--- config.mk ---
export PLATFORM = sky130hd
export DESIGN_NAME = inst_encoder
export DESIGN_NICKNAME = d
export VERILOG_FILES = /design/src/rtl/inst_encoder.sv
export SDC_FILE = /design/constraint.sdc
export NUM_CORES = 1
export LEC_CHECK = 0
export ABC_AREA = 1
export CORE_ASPECT_RATIO = 1.4
export CORE_MARGIN = 5
export CORE_UTILIZATION = 46
export DETAILED_ROUTE_END_ITERATION = 10
export PLACE_DENSITY = 0.9
export SLEW_MARGIN = 10
export SYNTH_ARGS = -nofsm -noshare
export SYNTH_HDL_FRONTEND = slang
export SYNTH_SLANG_ARGS = --single-unit
export TNS_END_PERCENT = 10
--- constraint.sdc ---
create_clock -name clk -period 2.13 [get_ports clk]
set_input_delay 0.5325 -clock clk [delete_from_list [all_inputs] [get_ports clk]]
set_output_delay 0.5325 -clock clk [all_outputs]
set_load 0.01 [all_outputs]
--- src/rtl/inst_encoder.sv ---
// Streaming RV32I encoder: turns a decoded command (class, ALU_OP, regs, imm) into a 32-bit word written to instruction memory.
// Latency: one register stage; a command accepted at edge N presents wr_en/wr_data/wr_addr in cycle N+1.
// Backpressure: in_ready = !wr_en | wr_ready, so a stalled write stops intake; 1 word/cycle when wr_ready is held high.
//
// Ports:
//   clk, rst       rising-edge clock, synchronous active-high reset
//   clr            synchronous clear of address counter, count and err_cnt (pending word untouched)
//   in_valid/ready command handshake
//   cls, alu_op    instruction class (0 R .. 7 JALR) and {funct7[5], funct3}
//   rd, rs1, rs2   register numbers
//   imm            immediate as byte offset/value (LUI uses imm[31:12])
//   wr_en/ready    memory write handshake; wr_addr/wr_data hold steady while stalled
//   err, err_cnt   one-cycle pulse per dropped illegal command, saturating drop counter
//   count          completed writes, saturating at all-ones

module inst_encoder #(
    parameter int ADDR_W = 8,
    parameter int BASE   = 0
) (
    input  logic              clk,
    input  logic              rst,
    input  logic              clr,
    input  logic              in_valid,
    output logic              in_ready,
    input  logic [2:0]        cls,
    input  logic [3:0]        alu_op,
    input  logic [4:0]        rd,
    input  logic [4:0]        rs1,
    input  logic [4:0]        rs2,
    input  logic [31:0]       imm,
    output logic              wr_en,
    input  logic              wr_ready,
    output logic [ADDR_W-1:0] wr_addr,
    output logic [31:0]       wr_data,
    output logic              err,
    output logic [7:0]        err_cnt,
    output logic [ADDR_W:0]   count
);

    localparam logic [ADDR_W-1:0] BASE_A   = ADDR_W'(BASE);
    localparam logic [ADDR_W-1:0] ADDR_ONE = ADDR_W'(1);
    localparam logic [ADDR_W:0]   CNT_ONE  = (ADDR_W + 1)'(1);

    // Instruction classes
    localparam logic [2:0] CLS_R    = 3'd0;
    localparam logic [2:0] CLS_IMM  = 3'd1;
    localparam logic [2:0] CLS_LUI  = 3'd2;
    localparam logic [2:0] CLS_LW   = 3'd3;
    localparam logic [2:0] CLS_SW   = 3'd4;
    localparam logic [2:0] CLS_BEQ  = 3'd5;
    localparam logic [2:0] CLS_JAL  = 3'd6;
    localparam logic [2:0] CLS_JALR = 3'd7;

    // Major opcodes
    localparam logic [6:0] OPC_OP     = 7'b0110011;
    localparam logic [6:0] OPC_OP_IMM = 7'b0010011;
    localparam logic [6:0] OPC_LUI    = 7'b0110111;
    localparam logic [6:0] OPC_LOAD   = 7'b0000011;
    localparam logic [6:0] OPC_STORE  = 7'b0100011;
    localparam logic [6:0] OPC_BRANCH = 7'b1100011;
    localparam logic [6:0] OPC_JAL    = 7'b1101111;
    localparam logic [6:0] OPC_JALR   = 7'b1100111;

    typedef enum logic {
        ST_EMPTY = 1'b0,
        ST_FULL  = 1'b1
    } state_t;

    // ------------------------------------------------------------------
    // Registers
    // ------------------------------------------------------------------
    state_t            state_q;
    logic              wr_en_q;
    logic [ADDR_W-1:0] wr_addr_q;
    logic [31:0]       wr_data_q;
    logic [ADDR_W-1:0] addr_q;      // address the next loaded word will take
    logic              err_q;
    logic [7:0]        err_cnt_q;
    logic [ADDR_W:0]   count_q;

    // ------------------------------------------------------------------
    // Combinational encoder
    // ------------------------------------------------------------------
    logic [6:0]  f7;
    logic [2:0]  f3;
    logic [31:0] enc_word;
    logic        enc_illegal;

    always_comb begin
        f7          = alu_op[3] ? 7'b0100000 : 7'b0000000;
        f3          = alu_op[2:0];
        enc_word    = 32'h0000_0000;
        enc_illegal = 1'b0;
        case (cls)
            CLS_R: begin
                enc_word    = {f7, rs2, rs1, f3, rd, OPC_OP};
                // Only ADD->SUB and SRL->SRA have an alternate funct7.
                enc_illegal = alu_op[3] && (f3 != 3'b000) && (f3 != 3'b101);
            end
            CLS_IMM: begin
                if ((f3 == 3'b001) || (f3 == 3'b101)) begin
                    // Shifts: shamt in the low immediate bits, funct7 above it.
                    enc_word = {f7, imm[4:0], rs1, f3, rd, OPC_OP_IMM};
                end else begin
                    enc_word    = {imm[11:0], rs1, f3, rd, OPC_OP_IMM};
                    enc_illegal = alu_op[3];
                end
            end
            CLS_LUI: begin
                enc_word = {imm[31:12], rd, OPC_LUI};
            end
            CLS_LW: begin
                enc_word = {imm[11:0], rs1, 3'b010, rd, OPC_LOAD};
            end
            CLS_SW: begin
                enc_word = {imm[11:5], rs2, rs1, 3'b010, imm[4:0], OPC_STORE};
            end
            CLS_BEQ: begin
                enc_word    = {imm[12], imm[10:5], rs2, rs1, 3'b000,
                               imm[4:1], imm[11], OPC_BRANCH};
                // Branch targets are halfword aligned; bit 0 cannot be encoded.
                enc_illegal = imm[0];
            end
            CLS_JAL: begin
                enc_word    = {imm[20], imm[10:1], imm[11], imm[19:12], rd, OPC_JAL};
                enc_illegal = imm[0];
            end
            CLS_JALR: begin
                enc_word = {imm[11:0], rs1, 3'b000, rd, OPC_JALR};
            end
        endcase
    end

    // ------------------------------------------------------------------
    // Handshake decode
    // ------------------------------------------------------------------
    logic              accept;
    logic              load;
    logic              drop;
    logic              wr_done;
    logic [ADDR_W-1:0] load_addr;

    assign in_ready = !wr_en_q || wr_ready;
    assign accept   = in_valid && in_ready;
    assign load     = accept && !enc_illegal;
    assign drop     = accept && enc_illegal;
    assign wr_done  = wr_en_q && wr_ready;

    // A word loaded in the same cycle as clr already belongs to the cleared
    // address space, so it takes BASE rather than the stale counter value.
    assign load_addr = clr ? BASE_A : addr_q;

    // ------------------------------------------------------------------
    // Output stage FSM and counters
    // ------------------------------------------------------------------
    always_ff @(posedge clk) begin
        if (rst) begin
            state_q   <= ST_EMPTY;
            wr_en_q   <= 1'b0;
            wr_addr_q <= BASE_A;
            wr_data_q <= 32'h0000_0000;
            addr_q    <= BASE_A;
            err_q     <= 1'b0;
            err_cnt_q <= 8'd0;
            count_q   <= '0;
        end else begin
            err_q <= drop;

            // Address allocation happens at load time, so dropped commands
            // never consume an address and the latched wr_addr never moves.
            if (load) begin
                wr_addr_q <= load_addr;
                wr_data_q <= enc_word;
                addr_q    <= load_addr + ADDR_ONE;
            end else if (clr) begin
                addr_q <= BASE_A;
            end

            // clr wins over any simultaneous increment.
            if (clr) begin
                count_q   <= '0;
                err_cnt_q <= 8'd0;
            end else begin
                if (wr_done && (count_q != '1)) begin
                    count_q <= count_q + CNT_ONE;
                end
                if (drop && (err_cnt_q != 8'hFF)) begin
                    err_cnt_q <= err_cnt_q + 8'd1;
                end
            end

            case (state_q)
                ST_EMPTY: begin
                    if (load) begin
                        state_q <= ST_FULL;
                        wr_en_q <= 1'b1;
                    end
                end
                ST_FULL: begin
                    // In FULL an accept implies wr_ready, so the pending word
                    // always completes when a new one is loaded.
                    if (wr_done && !load) begin
                        state_q <= ST_EMPTY;
                        wr_en_q <= 1'b0;
                    end
                end
            endcase
        end
    end

    assign wr_en   = wr_en_q;
    assign wr_addr = wr_addr_q;
    assign wr_data = wr_data_q;
    assign err     = err_q;
    assign err_cnt = err_cnt_q;
    assign count   = count_q;

endmodule

# Word level (Yosys, flattened, before mapping)
# Cells that the tools add are included.
totals:
  regBits: 68
  latch_bits: 0
  ramBits: 0
  mem_bits_ro: 0
  inputBits: 59
  output_inout_bits: 60
  memories: 0
op_classes:
  addsub: 3
  multipliers: 0
  div_mod_pow: 0
  order_cmp: 0
  eq_ne: 14
  shift: 0
  mux: 13
  bitwise_logic: 1
  n_reduce_logical: 19
op_table:
  columns: ["cell", "n"]
  rows:
  - ["$pmux W32 S8", 1]
  - ["$mux W32", 1]
  - ["$add A8 B1 Y8 const B", 2]
  - ["$mux W8", 2]
  - ["$eq A3 B3 Y1 const B", 5]
  - ["$add A9 B1 Y9 const B", 1]
  - ["$logic_and A1 B1 Y1", 9]
  - ["$ne A9 B9 Y1 const B", 1]
  - ["$ne A8 B8 Y1 const B", 1]
  - ["$eq A3 B1 Y1 const B", 2]
  - ["$eq A3 B2 Y1 const B", 2]
  - ["$mux W6", 1]
  - ["$mux W1", 5]
  - ["$pmux W1 S2", 2]
  - ["$reduce_or A2 Y1", 2]
  - ["$logic_not A1 Y1", 3]
  - ["$logic_not A3 Y1", 1]
  - ["$ne A3 B3 Y1 const B", 1]
  - ["$pmux W1 S3", 1]
  - ["$reduce_bool A3 Y1", 1]
  - ["$logic_or A1 B1 Y1", 2]
  - ["$ne A2 B1 Y1 const B", 1]
  - ["$ne A2 B2 Y1 const B", 1]
  - ["$reduce_and A2 Y1", 1]
  - ["$not A1 Y1", 1]

# Logic depth before layout (Yosys ltp)
depth:
  depth_word: 10
  depth_mapped: 11
  ltp_nobuf: 11

# Worst setup path after synthesis
# No wires, ideal clock.
synth_path:
  kind: "input -> register"
  start: "in cls[0]"
  end: "reg wr_data_q[1], in the netlist wr_data[1]"
  t_arrival_ps: 1683
  slack_ps: 332
  cell_stages: 10
  path_cell_list: "buf_4 > nor2_2 > nand2_2 > nor2_1 > nand2_2 > nand3_4 > nor2_2 > buf_6 > buf_6 > o21a_1"
synth_between:
  elab_chain_len: 5
  word_cells_on_any_way: 13
synth_rtl:
  columns: ["element", "line", "text"]
  rows:
  - ["start: declaration", "25", "input logic [2:0] cls,"]
  - ["$eq A3 B3 Y1", "94", "case (cls)"]
  - ["$reduce_or A2 Y1 (no line)", null, null]
  - ["$pmux W1 S3", "94", null]
  - ["$logic_not A1 Y1", "145", "assign load = accept && !enc_illegal;"]
  - ["$logic_and A1 B1 Y1", "145", null]
  - ["end signal: assignment", "173", "wr_data_q <= enc_word;"]
  - ["end: declaration", "75", "logic [31:0] wr_data_q;"]
# Parallel ways exist; a longest one is shown, timed or not.
# A chain may end at the register's enable or synchronous reset.

# Final worst setup path
layout_path:
  start: "in wr_ready"
  end: "out in_ready"
layout_between:
  elab_chain_len: 1
layout_rtl:
  columns: ["element", "line", "text"]
  rows:
  - ["start: declaration", "32", "input logic wr_ready,"]
  - ["$logic_or A1 B1 Y1", "143", "assign in_ready = !wr_en_q || wr_ready;"]
  - ["end: declaration", "24", "output logic in_ready,"]
# Every way passes these cells.

==> metrics.txt <==
final-report setup violation count=0; Layout Utilization=70.6%; Worst Tran Pin Value=0.502 ns; standby leakage power=0.00218 uW; synth unique cells=33; vias in the first global route=3853; Post-synth ARST share=0%; global-route usage over all layers=21.8%; buffers inserted during post-CTS setup optimization=0; chip height=113 um; post-cts resize count=1; Worst Path Class, Setup=in -> out; sum of overflow across all layers after global routing=0; final number of hold-violating endpoints=0; clock transition at the register clock pins on the worst setup and hold paths after CTS=0.07 ns; final net count=736; hold-critical path depth=2; Synth Register Bits=67; port bufs=118; outcome=finished, final reports clean; number of buffers inserted by hold repair at cts=0; number of flops mapped to enable cells by yosys=0; number of warning messages in the yosys log=0; Placed Instance Area=5000 sq um; residual DRC count=0; total wirelength of the detailed-routed design=10400 um; H-tree levels=3; largest net degree at the start of global routing=49; placeable core region=7360 sq um; final max-slew violation count=0; Fmax achieved=482 MHz; WHS=0.467 ns; post-placement cell count=759; Clock Skew=0.00738 ns; average cell area after synthesis=6.65 sq um; pwr/cell area=578 nW/um^2; fraction of the cycle the final worst path needs=97.4%; final RePlAce weighted congestion=0.902; relative max-transition margin=66.5%; highest net fanout along the worst path=2; initial drt markers=190; maximum capacitance violations=0; mean number of vias per cell=5.11; wire length of the first global-routing pass=17100 um; fraction of final layout cells with drive strength greater than 1=11.8%; clock latency reported for the late side of the worst-skew pair=0.34 ns; Row Count=37; synthesis-to-finish area growth=49.8%; min-delay worst type=reg -> reg; most used flip-flop cell after synthesis=dfxtp_1; Num Clock Sinks=67; drt pass-1 iters=4; Chip Width=83.4 um; num ports=119; element type at the critical path end=output port; count of vias placed by the detailed router=3959; number of antenna violations at the first check in global routing=0; effective utilization at floorplan=47.1%; CTS tree=yes; total half-perimeter wirelength after legalization and detailed placement=7860 um; depth of the most critical reg-to-reg path=10; design area=5200 sq um; master cell of the clock root buffer=clkbuf_8; ANT cells=0; min cycle time layout=2.07 ns; startpoint types=primary input; worst IR drop on VDD=0.418 mV; proportion of synthesized chip area in sequential cells=38.7%; number of instances in the synthesized netlist=522; Inserted Clock Buffers=9; Critical Path RT=1.60 ns; synthesized cell area=3470 sq um; Setup Total Neg Slack=0 ns; Data arrival, critical path=1.54 ns; final std cells w/o fill=775; unrepaired setup endpoints after global routing=no; number of buffers on the longest clock path=2; antenna-violating nets left=0; area enclosed by the die boundary=9400 sq um; post-detailed-route wirelength per cell=13.5 um; net count after synthesis=585
-- worst max-delay path, stage by stage --
cell             delay (ns)
clkdlybuf4s50_1        0.41
or2_2                  0.31
dlygate4sd2_1          0.29
-- flip-flops by register name, summed over array words and instances, names as in the netlist --
register  count
state_q       1
wr_en         1
wr_data      31
err_cnt       8
addr_q        8
count         9
err           1
wr_addr       8
-- placed cells by master, fill, tap and decap left out, drive strengths merged --
cell	synthesis	final
o21bai	1	1
nor3	4	4
ha	4	4
dfxtp	67	67
o211ai	1	1
nor4	1	1
o21a	1	1
nand3	26	26
and3	1	1
bufinv	0	1
inv	47	47
o21ai	15	15
or2	1	1
nand2	200	200
xnor2	2	2
dlygate4sd2	0	1
a21oi	54	54
mux2	4	4
xor2	7	7
nand4	11	11
buf	14	43
a22oi	5	5
o2111ai	1	1
nand3b	2	2
nor2	46	46
clkdlybuf4s50	0	116
clkinv	1	5
clkbuf	6	9
clkinvlp	0	2
-- stage by stage --
stage          total power [uW]  setup slack, ns
2_1_floorplan              1650            0.332
3_3_place_gp               1980           -0.186
3_5_place_dp               1990           -0.218
4_1_cts                    3030           0.0491
5_1_grt                    3140           0.0252
6_report                   3010           0.0557
-- logic make-up after synthesis --
logic type / share of synthesized area [%]
AO/OA/AOI/OAI: 11.9
XOR/XNOR: 2.27
adder cells (fa/ha/maj): 1.44
buffers and inverters: 9.05
flip-flops: 38.7
multiplexers: 1.30
AND/OR/NAND/NOR: 35.3
-- report_power, final --
| group | internal (uW) | leakage [uW] | switching [uW] | total (uW) |
|---|---|---|---|---|
| Clock | 536 | 0.0000950 | 504 | 1040 |
| Combinational | 329 | 0.00154 | 303 | 633 |
| Sequential | 1300 | 0.000545 | 29.2 | 1330 |
-- cell usage after synthesis (2+ instances only) --
library cell	n	area, sq um
nand2_1	196	736
dfxtp_1	67	1340
a21oi_1	54	270
inv_1	44	165
nor2_1	41	154
nand3_1	23	115
o21ai_0	15	75.1
nand4_1	11	68.8
xor2_1	7	61.3
clkbuf_1	6	22.5
a22oi_1	5	37.5
buf_2	5	25.0
buf_6	5	56.3
nor2_2	5	31.3
buf_4	4	30.0
ha_1	4	50.1
mux2_2	4	45.0
nor3_1	4	20.0
inv_2	3	11.3
nand2_2	3	18.8
nand3_2	2	20.0
nand3b_1	2	15.0
xnor2_1	2	17.5
-- area by class of cell --
cell class / count / area [sq um]
multi-input cells: 387 / 1820
flip-flops and latches: 67 / 1340
clock buffers: 9 / 124
well taps: 97 / 121
clock inverters: 7 / 68.8
repair buffers: 160 / 1540
inverters: 48 / 180
fillers: 591 / 2160
-- final timing paths --
kind	end	start	slack, ns
max	in_ready	wr_ready	0.06
min	wr_addr[0]$_SDFFE_PP0P_	wr_addr[0]$_SDFFE_PP0P_	0.47
max reg2reg	count[6]$_SDFFE_PP0P_	count[0]$_SDFFE_PP0P_	0.31
min reg2reg	wr_addr[0]$_SDFFE_PP0P_	wr_addr[0]$_SDFFE_PP0P_	0.47
-- layer usage --
layer | track usage (%) | up-vias | routed length, um
met4 | 8.07 | 0 | 265
met1 | 23.9 | 1833 | 4270
met5 | 0 | - | 0
met3 | 5.61 | 22 | 625
li1 | - | 1966 | -
met2 | 40.2 | 138 | 5280
(Power assumes the default switching activity.)
==> patch 1 (config.mk and constraints unchanged) <==
Make the reset (`rst`) asynchronous in one clocked block. Comments in the files are not updated.
--- a/src/rtl/inst_encoder.sv
+++ b/src/rtl/inst_encoder.sv
@@ -153,7 +153,7 @@
     // ------------------------------------------------------------------
     // Output stage FSM and counters
     // ------------------------------------------------------------------
-    always_ff @(posedge clk) begin
+    always_ff @(posedge clk or posedge rst) begin
         if (rst) begin
             state_q   <= ST_EMPTY;
             wr_en_q   <= 1'b0;
Formal check against the unedited RTL: differs if rst is asserted again (counterexample within 4 cycles, from zero or initial values and one cycle with rst high); with rst held inactive, the same outputs for 10 cycles.
==> patch 1 against the unedited design <==
  * Routed wire length decreased by 4.7%
  * Highest routed layer unchanged
  * Register-to-register slack worse by 0.12 ns
  * Cell area shrank 0.94%
  * Sequential cell count stayed put
  * Sequential share of layout area up 6.8 points
  * Synthesized area is 0.76% higher
  * Setup slack better by 0.025 ns
Power is not compared: it rests on default switching activity, and its combinational part moved more than twofold at a synthesized area within 25%.
==> patch 1: results (changes against the unedited design) <==
Status: finished, final reports clean
Data buffer area share: 28.0% (-1.6 points)
Layout Skew: 0.00433 ns (-0.00305 ns)
Sequential cell area share: 32.6% (+6.8 points)
Worst Hold End: wr_data[31]$_DFFE_PP0P_
Maximum level of the CTS H-tree: 3 (unchanged)
Final clock-cell share: 3.65% (-0.062 points)
Syn_nets: 505 (-14%)
Post-synth cell types: 31 (-6.1%)
Worst R2R End: count[4]$_DFFE_PP0P_
Crit path DAT: 1.52 ns (-0.02 ns)
Fillers: 586 (-0.85%)
Xor-xnor portion of the synthesized cell area: 2.25% (-0.017 points)
Top FF cell, synth: dfrtp_1
GPL Wtd Cong: 0.962 (+6.6%)
Reg-to-reg setup timing slack: 0.19 ns (-0.12 ns)
Hold path start: wr_data[31]$_DFFE_PP0P_
Mux cell area share after synthesis: 1.72% (+0.42 points)
Iteration-0 DRC Markers: 243 (+28%)
Root Buffer: clkbuf_8
Wirelength per Cell: 14.5 µm (+7.6%)
Non-clk invs: 41 (-15%)
Total global-route track usage: 21.5% (-0.34 points)
Sequential area share after synthesis: 48.0% (+9.3 points)
DP Wirelength: 7690 µm (-2.1%)
Post-synthesis compound-gate area fraction: 11.3% (-0.66 points)
Final net count: 647 (-12%)
Async S/R FF share, synth: 100% (+100 points)
Global-route wire length before repair: 16500 µm (-3.8%)
Multi-input gates: 317 (-18%)
Largest net degree at the start of global routing: 50 (+2.0%)
Multi-input gate area: 1560 µm² (-14%)
Non-CTS buffers: 148 (-7.5%)
WHS Path Cells: 2 (unchanged)
Skew-Pair Late Insertion Delay: 0.34 ns (about the same)
Most frequent cells after synthesis: nand2_1 (141), dfrtp_1 (67), inv_1 (40), o21ai_1 (33), nand3_1 (28)
Final Setup Violations: 0 (unchanged)
Via density: 5.19 (+1.6%)
Worst R2R Start: count[1]$_DFFE_PP0P_
Synth top area cells: dfrtp_1 (48%), nand2_1 (15%), o21ai_1 (4.7%)
CP peak stage delay: 0.45 ns (+0.04 ns)
Layout cell share with drive strength beyond 1: 10.2% (-1.6 points)
Worst-margin pin slew: 0.429 ns (-0.0734 ns)
Clock Tree Buf Depth: 2 (unchanged)
Vias in the first global route: 3669 (-4.8%)
CLK BUF: 14 (+5)
Post-Synth Adder-Cell Area: 1.43% (-0.011 points)
Worst r2r path cells: 12 (+2)
Hold Slack: 0.485 ns (+0.0180 ns)
==> patch 1: cell count changes after synthesis, moves of 5 or more <==
cell	change
a21oi_1	-39
clkbuf_1	-5
dfrtp_1	+67
dfxtp_1	-67
mux2i_1	+6
nand2_1	-55
nand3_1	+5
nand4_1	-5
nor2_1	-16
nor3_1	+5
o21ai_1	+33
==> patch 1: metal layers <==
layer | GRT usage, % | part of all wire [%] | vias to the layer above
li1 | - | - | 1720
met1 | 23.8 | 38 | 1669
met2 | 38.5 | 53 | 149
met3 | 6.41 | 7.2 | 22
met4 | 8.05 | 2.4 | 0
met5 | 0 | 0 | -
==> patch 1: per-stage QoR <==
stage,total power (W),worst slack [ns],std cells,cell area (µm²)
4_1_cts,0.00407,0.0762,686,5140
3_3_place_gp,0.00297,-0.139,670,4950
6_report,0.00403,0.0805,686,5150
2_1_floorplan,0.00224,0.166,442,3500
5_1_grt,0.00427,-0.0284,686,5150
3_5_place_dp,0.00302,-0.144,670,4950
==> patch 2 (same settings) <==
Without the edit above. The parameter `ADDR_W` goes from 8 to 9.
--- a/src/rtl/inst_encoder.sv
+++ b/src/rtl/inst_encoder.sv
@@ -14,7 +14,7 @@
 //   count          completed writes, saturating at all-ones
 
 module inst_encoder #(
-    parameter int ADDR_W = 8,
+    parameter int ADDR_W = 9,
     parameter int BASE   = 0
 ) (
     input  logic              clk,
Ports: changed (resized count and wr_addr); port bits go from 119 to 121. The function was not compared with the original's and may differ.
==> patch 2 against the unedited design <==
  * Setup slack about the same
  * Via count up 8.3%
  * Routed wire length up 10%
  * Cell area up 4.9%
  * Synthesized area up 4.8%
  * Sequential cell count up 3
  * Cell count up 8.0%
  * Hold slack better by 0.0010 ns
  * Power up 2.5%
  * Sequential share of layout area down 0.10 points
  * Critical endpoint unchanged
  * Largest cell class unchanged
  * Largest power group unchanged
==> patch 2: results (changes against the unedited design) <==
Status: finished, final reports clean
Max reg flops: 31 (unchanged)
Skew-Pair Late Insertion Delay: 0.37 ns (+0.03 ns)
Fillers: 631 (+6.8%)
Iteration-0 DRC Markers: 272 (+43%)
Syn_nets: 632 (+8.0%)
Worst r2r path cells: 7 (-3)
Layout Skew: 0.00658 ns (-0.000804 ns)
Worst R2R Start: err_cnt[0]$_SDFFE_PP0P_
DP Wirelength: 8910 µm (+13%)
Worst Hold End: wr_data[5]$_SDFFE_PP0P_
Post_cts resized: 1 (unchanged)
Slowest cell on crit path: clkdlybuf4s50_1
Reg-to-reg setup timing slack: 0.49 ns (+0.18 ns)
Wirelength per Cell: 13.7 µm (+2.0%)
Via density: 5.12 (+0.29%)
GPL Wtd Cong: 0.951 (+5.4%)
Largest net degree at the start of global routing: 27 (-45%)
# diodes: 0 (unchanged)
Synth warn: 0 (unchanged)
Async S/R FF share, synth: 0% (unchanged)
VDD IR-drop max: 0.449 mV (+7.4%)
# placed instances: 821 (+8.2%)
Synthesized area: 3630 µm² (+4.8%)
Sequential area share after synthesis: 38.6% (-0.10 points)
Crit path DAT: 1.54 ns (about the same)
Clk slew on worst S/H paths: 0.07 ns (about the same)
Root Buffer: clkbuf_8
Final net count: 794 (+7.9%)
Most frequent cells after synthesis: nand2_1 (227), dfxtp_1 (70), a21oi_1 (60), inv_1 (50), nor2_1 (47)
Met2 Usage GRT: 45.4% (+5.2 points)
Dpl ws: -0.239 ns (-0.0210 ns)
Post-synth cell types: 28 (-15%)
# port buffers: 120 (+1.7%)
Cell family with most CP delay: buffers and inverters
Hold path start: wr_data[5]$_SDFFE_PP0P_
Postcts setup bufs: 0 (unchanged)
Worst R2R End: err_cnt[1]$_SDFFE_PP0P_
Global-route wire length before repair: 19000 µm (+11%)
WL final: 11500 µm (+10%)
Total global-route track usage: 24.2% (+2.4 points)
Syn_area_per_cell: 6.38 µm² (-4.1%)
Maximum level of the CTS H-tree: 3 (unchanged)
Placed cell areas: 5260 µm² (+5.1%)
GR Util met3: 3.94% (-1.7 points)
Hold Slack: 0.468 ns (+0.000998 ns)
Pleak: 2.32 nW (+6.5%)
Clock Tree Buf Depth: 2 (unchanged)
WHS Path Cells: 2 (unchanged)
Layout cell share with drive strength beyond 1: 11.0% (-0.81 points)
Vias in the first global route: 4197 (+8.9%)
Hold crit path type: reg2reg
Met1 Track Usage GR: 25.5% (+1.7 points)
Synth top area cells: dfxtp_1 (39%), nand2_1 (23%), a21oi_1 (8.3%)
Worst-margin pin slew: 0.435 ns (-0.0671 ns)
First drt pass iteration count: 5 (+1)
Min cycle time layout: 2.07 ns (+0.000299 ns)
## patch 2: layout make-up
cell class / count / area, µm² / area share (%)
multi-input cells: 427 / 1930 / 35.4
repair buffers: 172 / 1610 / 29.6
flip-flops and latches: 70 / 1400 / 25.7
inverters: 52 / 195 / 3.58
well taps: 100 / 125 / 2.30
clock buffers: 9 / 124 / 2.27
clock inverters: 7 / 65.1 / 1.19
## patch 2: logic make-up (layout without fill, tap and decap cells)
kind of cell    Yosys count  after routing  synth area share [%]
buf+inv                  73            240                  8.47
xor+xnor                  8              8                  1.93
compound gates           85             85                  12.3
fa+ha+maj                 3              3                  1.03
simple gates            331            331                  37.7
flops                    70             70                  38.6
## patch 2: where the power goes
part	switching, W	internal (W)
sequential	0.0000314	0.00136
clock	0.000518	0.000531
combinational	0.000313	0.000329
total	0.000862	0.00222
## patch 2: routing by layer
layer / vias up / wire length (µm)
li1: 2140 / -
met1: 1971 / 4190
met2: 142 / 6410
met3: 35 / 505
met4: 0 / 396
met5: - / 0
